--- config.mk ---
export PLATFORM = sky130hd
export DESIGN_NAME = sipo_collector
export DESIGN_NICKNAME = d
export VERILOG_FILES = /design/src/rtl/sipo_collector.sv
export SDC_FILE = /design/constraint.sdc
export NUM_CORES = 1
export LEC_CHECK = 0
export ABC_CLOCK_PERIOD_IN_PS = 2000
export CORE_AREA = 4 4 41 43
export DETAILED_ROUTE_END_ITERATION = 16
export DIE_AREA = 0 0 45 47
export PLACE_DENSITY = 0.62
export SLEW_MARGIN = 30
export SYNTH_ARGS = -nofsm -noshare
export SYNTH_HDL_FRONTEND = slang
export SYNTH_SLANG_ARGS = --single-unit
--- constraint.sdc ---
create_clock -name clock -period 2 [get_ports clock]
set_input_delay 0.4 -clock clock [delete_from_list [all_inputs] [get_ports clock]]
set_output_delay 0.4 -clock clock [all_outputs]
set_load 0.05 [all_outputs]
--- src/rtl/sipo_collector.sv ---
// sipo_collector
//   Serial-in/parallel-out collector that sits downstream of the piso serializer.
//   Qualified serial bits are shifted into a WIDTH-bit register. Each completed
//   word is presented on a one-entry valid/ready output register. When a word
//   completes while the output register is full and out_ready is low, that word
//   is dropped and the sticky overrun flag is set.
//
//   Ports
//     clock         in   rising-edge clock
//     reset         in   synchronous, active-high; clears all state
//     serial_in     in   serial data bit
//     serial_valid  in   serial_in is sampled only when this is 1
//     align         in   restarts word alignment and discards the partial word
//     parallel_out  out  assembled word; held stable while out_valid=1
//     out_valid     out  parallel_out holds an undelivered word
//     out_ready     in   the consumer takes the word when out_valid & out_ready
//     overrun       out  sticky flag: a completed word was dropped
//     bit_count     out  number of bits collected in the current partial word
module sipo_collector #(
  parameter int WIDTH     = 4,
  parameter bit MSB_FIRST = 1'b1,
  localparam int CW       = (WIDTH > 1) ? $clog2(WIDTH) : 1
) (
  input  logic             clock,
  input  logic             reset,
  input  logic             serial_in,
  input  logic             serial_valid,
  input  logic             align,
  output logic [WIDTH-1:0] parallel_out,
  output logic             out_valid,
  input  logic             out_ready,
  output logic             overrun,
  output logic [CW-1:0]    bit_count
);

  localparam logic [0:0]    ST_EMPTY = 1'b0;
  localparam logic [0:0]    ST_FULL  = 1'b1;
  localparam logic [CW-1:0] LAST     = CW'(WIDTH - 1);

  logic [WIDTH-1:0] sh;
  logic [WIDTH-1:0] full_word;
  logic             word_done;
  logic [0:0]       state;

  // Shifts one bit into a word in the configured bit order.
  function automatic logic [WIDTH-1:0] shift_in(input logic [WIDTH-1:0] s,
                                                input logic             b);
    if (MSB_FIRST)
      return {s[WIDTH-2:0], b};
    else
      return {b, s[WIDTH-1:1]};
  endfunction

  // The completed word includes the bit arriving on this edge, so the output
  // register can load it on the same edge with no added latency.
  assign full_word = shift_in(sh, serial_in);
  // An align cycle never completes a word, even when bit_count is at its last value.
  assign word_done = serial_valid && !align && (bit_count == LAST);
  assign out_valid = (state == ST_FULL);

  // Shift register and bit counter
  always_ff @(posedge clock) begin
    if (reset) begin
      sh        <= '0;
      bit_count <= '0;
    end else if (align) begin
      // A bit that arrives with align becomes the first bit of the new word.
      sh        <= serial_valid ? shift_in('0, serial_in) : '0;
      bit_count <= serial_valid ? CW'(1) : '0;
    end else if (serial_valid) begin
      sh        <= full_word;
      bit_count <= word_done ? '0 : bit_count + CW'(1);
    end
  end

  // Output register
  always_ff @(posedge clock) begin
    if (reset) begin
      state        <= ST_EMPTY;
      parallel_out <= '0;
      overrun      <= 1'b0;
    end else begin
      case (state)
        ST_EMPTY: begin
          if (word_done) begin
            parallel_out <= full_word;
            state        <= ST_FULL;
          end
        end
        default: begin
          if (word_done) begin
            // A same-cycle handoff replaces the word. Without out_ready the new
            // word is lost and the old word is kept.
            if (out_ready)
              parallel_out <= full_word;
            else
              overrun <= 1'b1;
          end else if (out_ready) begin
            state <= ST_EMPTY;
          end
        end
      endcase
    end
  end

endmodule
Word-level counts from Yosys, hierarchy flattened. Cells that the tools add are included.

Div/mod/pow operators: 0. Muxes and demuxes: 15. Bitwise logic cells: 1. Equal/unequal tests: 2. Multipliers: 0. Shifts and indexed selects: 0. $add $sub $neg: 1. Reductions and logical operators: 6. Order comparisons: 0.

Operators with widths (count): 2-to-1 mux 4 bit (4); 2-to-1 mux 1 bit (6); 2-to-1 mux 2 bit (3); 2-to-1 mux 3 bit (2); AND reduction 3 bit (1); adder 2 x 1 -> 2 bit (second input constant) (1); equality test 2 bit (second input constant) (1); logical AND 1 bit (2); != test 2 bit (second input constant) (1); AND reduction 2 bit (1); nonzero test 2 bit (1); logical NOT 1 bit (1); inverter 1 bit (1).

Memory bits (writable): 0. Input port bits: 6. Memory bits (read-only): 0. Memories kept: 0. Bits in latches: 0. Register bits after elaboration: 11. Output and inout bits: 8.

Depth between registers and ports, before layout.
Depth after elaboration: 6. Mapped depth: 5.

Least setup slack after synthesis. No wires, ideal clock.

Kind: reg2reg. Start: register bit_count[0]. End: register parallel_out[0]. Arrival: 1.416 ns. Period minus slack after synthesis: 1.487 ns. Cell stages (with the launch flop): 6. Setup time: 0.072 ns. Slack: 0.513 ns. Path through: dfxtp_1 -> ha_1 -> nand3b_4 -> nor2b_2 -> buf_6 -> mux2i_1.

Longest elaborated chain between the ends: 3.

Ends and longest elaborated chain: start, declared (RTL line 33) `output logic [CW-1:0] bit_count`; start signal, assigned (RTL line 69) `bit_count <= serial_valid ? CW'(1) : '0;`; start signal, assigned (RTL line 72) `bit_count <= word_done ? '0 : bit_count + CW'(1);`; equality test 2 bit (RTL line 58) `assign word_done = serial_valid && !align && (bit_count == LAST);`; logical AND 1 bit (RTL line 58); AND reduction 2 bit (no source line); end signal, assigned (RTL line 86) `parallel_out <= full_word;`; end signal, assigned (RTL line 95) `parallel_out <= full_word;`; end, declared (RTL line 29) `output logic [WIDTH-1:0] parallel_out,`.

No other way between the ends. A chain may end at the register's enable or synchronous reset.

Worst setup path after layout.
Start: register bit_count[0]. End: output bit_count[0].

No word-level cell between the ends.

==> run summary <==
slowest CP cell = clkdlybuf4s50_1
synthesized flop and latch total = 11
most common cell in the synthesized netlist = dfxtp_1
WL met3 = 42 um
crit path DAT = 1450 ps
worst reg2reg startpoint = bit_count[0]
post-synthesis adder-cell area fraction = 2.58%
die height = 47 um
# H-tree levels = 1
max incr delay on CP = 820 ps
Post-synth ARST share = 0%
Mapped Nets = 54
f_max = 540 MHz
critical path type = flop to output port
period utilization = 92.6%
area delta synth->final = 32.2%
Compound-Gate Fraction of Synth Area = 6.19%
Pins Over Slew Limit = 0
Syn Inst Count = 47
# resized after CTS = 0
Startpoint Class = flop
pin count of the biggest net entering global routing = 16
Iteration-0 DRC Markers = 3
hold crit path type = flop to flop
# port buffers = 13
slew margin rel. = 66.9%
top cell type's share of synthesized area = 45.4%
synth warn = 0
Crit path buffers/inverters = 1
antenna violations before repair = 0
clk sinks = 11
xor and xnor area share after synthesis = 0%
Placeable Area = 1300 um2
peak supply drop = 0.000287 V
synth unique cells = 15
Post CTS Setup Buffer Count = 0
sum of negative setup slack = 0 ps
Core Rows = 13
Pwr Density = 646 nW/um2
Final min period = 1850 ps
CP top delay family = buffers and inverters
Die Area = 2120 um2
boundary pin count = 14
Post-Place Cells = 73
final core utilization = 49.3%
Avg Vias per Cell = 4.52
Seq/Total Area, Yosys = 45.4%
via count = 348
GRT Overall Usage = 8.88%
Commonest cells post-synth = dfxtp_1 (11), nand2b_1 (9), mux2i_1 (7)
Worst-Skew Late Latency = 260 ps
1st-pass router iterations = 2
Req. time, crit path = 1600 ps
post-synthesis cell area = 485 um2
Worst Setup End Kind = output port
Hold Fails Final Rpt = 0
Routed WL = 787 um
Detail Route met2 WL = 355 um
wire per inst = 10.2 um
critical hold path startpoint = parallel_out[2]
Die Wd = 45 um
# diodes = 0
slew at the pin closest to its max-slew limit = 495 ps
nets@finish = 70
DRC viols = 0
highest metal used = met4
M1 WL = 372 um
Cell Count, Final, Fillers Out = 77
total grt overflow = 0
worst-path fanout max = 4
hpwl dp = 606 um
TritonCTS buffer count = 3
Area contributors post-synth = dfxtp_1 (45%), mux2i_1 (14%), nand2b_1 (12%)
Synth area leader = dfxtp_1
LEAKAGE = 0.244 nW
RSZ-0062 raised after global routing = false
multiplexer share of the synthesized area = 14.4%
status = completed
Clock Pin Slew Worst Setup and Hold Paths = 70 ps
vias in the first global route = 313
layout cells sized above 1 = 11.3%
worst-path cell chain = clkdlybuf4s50_1
ys flop type = dfxtp_1
EDFF count, synth = 0
syn_area_per_cell = 10.3 um2
maxcap violations = 0
clk root buf = clkbuf_4
Post-CTS Hold Fix Bufs = 0
largest family of logic cells by synthesized area = simple AND/OR/NAND/NOR gates
Setup crit start = bit_count[0]
first-pass GRT wire length = 1300 um
# setup viols final = 0
CTS tree = built
antenna viol nets, final = 0
Max Buffers Root-to-Sink = 2
GPL Wtd Cong = 0.599
starting density of the core = 37.3%
Synth Area in Simple Gates = 26.0%
worst-case clock skew = 3.44 ps
[state kept, by name, indices dropped and copies added, names as in the netlist]
signal,flops
parallel_out,4
out_valid,1
overrun,1
bit_count,2
sh,3
[report_power, final]
part | internal (W) | switching (W)
logic | 0.0000224 | 0.0000205
registers | 0.000222 | 0.00000256
clock network | 0.0000769 | 0.0000699
[metal layers]
layer	vias to the layer above	GRT usage, %
met5	-	0
met1	154	11.7
met2	6	11.3
met4	0	8.77
met3	2	2.30
li1	186	-
[through the flow]
stage,hold WS [ps],worst slack (ps),total power (W),instance area [um2]
after floorplan,451,513,0.000256,485
after global placement,466,310,0.000273,616
after detailed placement,464,324,0.000273,616
after CTS,480,132,0.000423,642
after global routing,502,81.4,0.000439,642
final,476,148,0.000414,642
[cells in the final DEF, fill, tap and decap left out, drive strengths merged]
master,netlist,final
clkdlybuf4s50,0,13
dfxtp,11,11
nand2b,9,9
mux2i,7,7
nor2,4,4
clkbuf,1,4
a21oi,3,3
nor3,3,3
nor3b,1,1
nand3b,1,1
nor2b,1,1
o21ba,1,1
o21ai,1,1
nand2,1,1
ha,1,1
buf,2,1
[area by class of cell]
type | instances | area (um2)
Fill cell | 138 | 659
Timing Repair Buffer | 14 | 138
Sequential cell | 11 | 220
Multi-Input combinational cell | 33 | 239
Clock buffer | 4 | 26.3
Tap cell | 15 | 18.8
[kinds of logic after synthesis]
family,Yosys count
adder cells (fa/ha/maj),1
AND/OR/NAND/NOR,20
multiplexers,7
AO/OA/AOI/OAI,5
flip-flops,11
buffers and inverters,3
[path summary, 6_finish.rpt]
path	end	slack, ps	cells after the start
setup / recovery	bit_count[0]	150	1
hold / removal	parallel_out[2]	480	2
setup reg to reg	parallel_out[3]	750	4
hold reg to reg	parallel_out[2]	480	2
Note: power is estimated with default switching activity, not from simulation.
==> patch, RTL diff (same settings) <==
`WIDTH`: 4 -> 8.
--- a/src/rtl/sipo_collector.sv
+++ b/src/rtl/sipo_collector.sv
@@ -17,7 +17,7 @@
 //     overrun       out  sticky flag: a completed word was dropped
 //     bit_count     out  number of bits collected in the current partial word
 module sipo_collector #(
-  parameter int WIDTH     = 4,
+  parameter int WIDTH     = 8,
   parameter bit MSB_FIRST = 1'b1,
   localparam int CW       = (WIDTH > 1) ? $clog2(WIDTH) : 1
 ) (
Interface: changed (resized bit_count and parallel_out); port bits go from 14 to 19. No check against the original RTL was run, so the function may have changed too.
==> patch against the original RTL <==
- cell area grew 68%
- worst hold slack gained 0.0077 ns
- largest cell class unchanged
- largest power group unchanged
- cell count grew 53%
- global-route usage grew 10 points
- sequential cell count grew 9
- wire length grew 110%
- sequential power grew 80%
- area after synthesis grew 75%
- total power grew 67%
- highest routed layer unchanged
- setup slack lost 0.035 ns
==> patch: results (changes against the original RTL) <==
global_route:
  grt_pass1_wl_mm: 2.90  # was 1.30 mm
  grt_start_max_net_pins: 20  # was 16
  grt.met3_usage_pct: 4.60  # was 2.30%
  grtUsageTotal_pct: 19.2  # was 8.88%
  grt_use_met1_pct: 22.9  # was 11.7%
  use_met2_pct: 31.4  # was 11.3%
clock_tree:
  cts.clk_slew.worst_paths_ns: 0.11  # was 0.07 ns
  clk_latency_ns: 0.30  # was 0.26 ns
  numCtsBuffers: 3  # unchanged
setup_path:
  reg2reg_depth: 6  # was 4
  crit_family: "buffers and inverters"  # unchanged
  cp_data_arrival_time_ns: 1.49  # was 1.45 ns
  startpoint: "bit_count[1]"  # was bit_count[0]
  r2r-start: "bit_count[0]"  # unchanged
worst_hold_path:
  hold_depth: 2  # unchanged
  hold_start: "parallel_out[7]"  # was parallel_out[2]
logic_synthesis:
  synth_cell_types: 17  # was 15
  synth_compound_area_share_pct: 4.13  # was 6.19%
  synth_fa_ha_area_share_pct: 2.95  # was 2.58%
  netlist_top_cells_count: "dfxtp_1, nand2b_1, mux2i_1"  # unchanged
  ys_seq_area_share_pct: 47.2  # was 45.4%
  synthMuxAreaShare_pct: 17.7  # was 14.4%
  synth_area_leaders: "dfxtp_1, mux2i_1, nand2b_1, nor2_1, ha_1"  # was dfxtp_1, mux2i_1, nand2b_1, buf_6, nand3b_4
  syn-num-nets: 91  # was 54
route:
  num_vias: 611  # was 348
  drt_iter0_markers: 11  # was 3
  totalWireLength_mm: 1.67  # was 787 µm
  drt-pass1-iter-count: 4  # was 2
timing:
  relSlewSlack_pct: 64.3  # was 66.9%
placed_design:
  hpwl_mm: 1.13  # was 606 µm
  numPortBuffers: 18  # was 13
  placed_area_mm2: 0.00104  # was 616 µm²
run_status:
  run_status: "finished clean"  # unchanged
power:
  internal-power_w: 0.000540  # was 0.000321 W
  ir_drop_uv: 597  # was 287 µV
  p_leak_nw: 0.431  # was 0.244 nW
final_layout:
  nNetsFinal: 112  # was 70
  fillers: 89  # was 138
  reg_top3: "parallel_out: 8 flops, sh: 7 flops, bit_count: 3 flops"  # was parallel_out: 4 flops, sh: 3 flops, bit_count: 2 flops
  drive_above_1_share_pct: 8.74  # was 11.3%
==> patch: stage by stage <==
| step | std cells | setup slack, ns | utilization (%) | hold WS (ns) |
|---|---|---|---|---|
| floorplan | 83 | 0.329 | - | 0.451 |
| global placement | 114 | 0.389 | 79.9 | 0.460 |
| detailed placement | 114 | 0.364 | 79.9 | 0.467 |
| CTS | 118 | 0.0299 | 82.7 | 0.488 |
| global route | 118 | 0.0626 | 82.9 | 0.511 |
| finish | 118 | 0.113 | 82.9 | 0.484 |
==> patch: cell families after synthesis <==
| kind of cell | Yosys count |
|---|---|
| buffers and inverters | 5 |
| DFF | 20 |
| muxes | 15 |
| AOI/OAI and AO/OA | 6 |
| adders and majority gates | 2 |
| and+or+nand+nor | 35 |
==> patch: final timing paths <==
path	to	slack [ns]
max	bit_count[1]	0.11
min	parallel_out[7]	0.48
max reg2reg	parallel_out[4]	0.47
min reg2reg	parallel_out[7]	0.48
==> patch: layout make-up <==
class | count | area [µm²] | share of cell area [%]
repair buffers | 21 | 205 | 19.0
multi-input cells | 58 | 418 | 38.7
clock buffers | 4 | 36.3 | 3.36
well taps | 15 | 18.8 | 1.74
flip-flops and latches | 20 | 400 | 37.1
==> patch: metal layers <==
metal  up-vias  routed length, µm
met5         -                  0
met4         0                 51
met3         6                 60
met2        16                834
met1       276                726
li1        313                  -
==> patch: power by group through the flow <==
stage          Sequential (W)  Combinational, W  Clock [W]
2_1_floorplan        0.000419         0.0000267          0
3_3_place_gp         0.000413         0.0000533          0
3_5_place_dp         0.000413         0.0000542          0
4_1_cts              0.000404         0.0000551   0.000238
5_1_grt              0.000405         0.0000594   0.000253
6_report             0.000404         0.0000548   0.000232
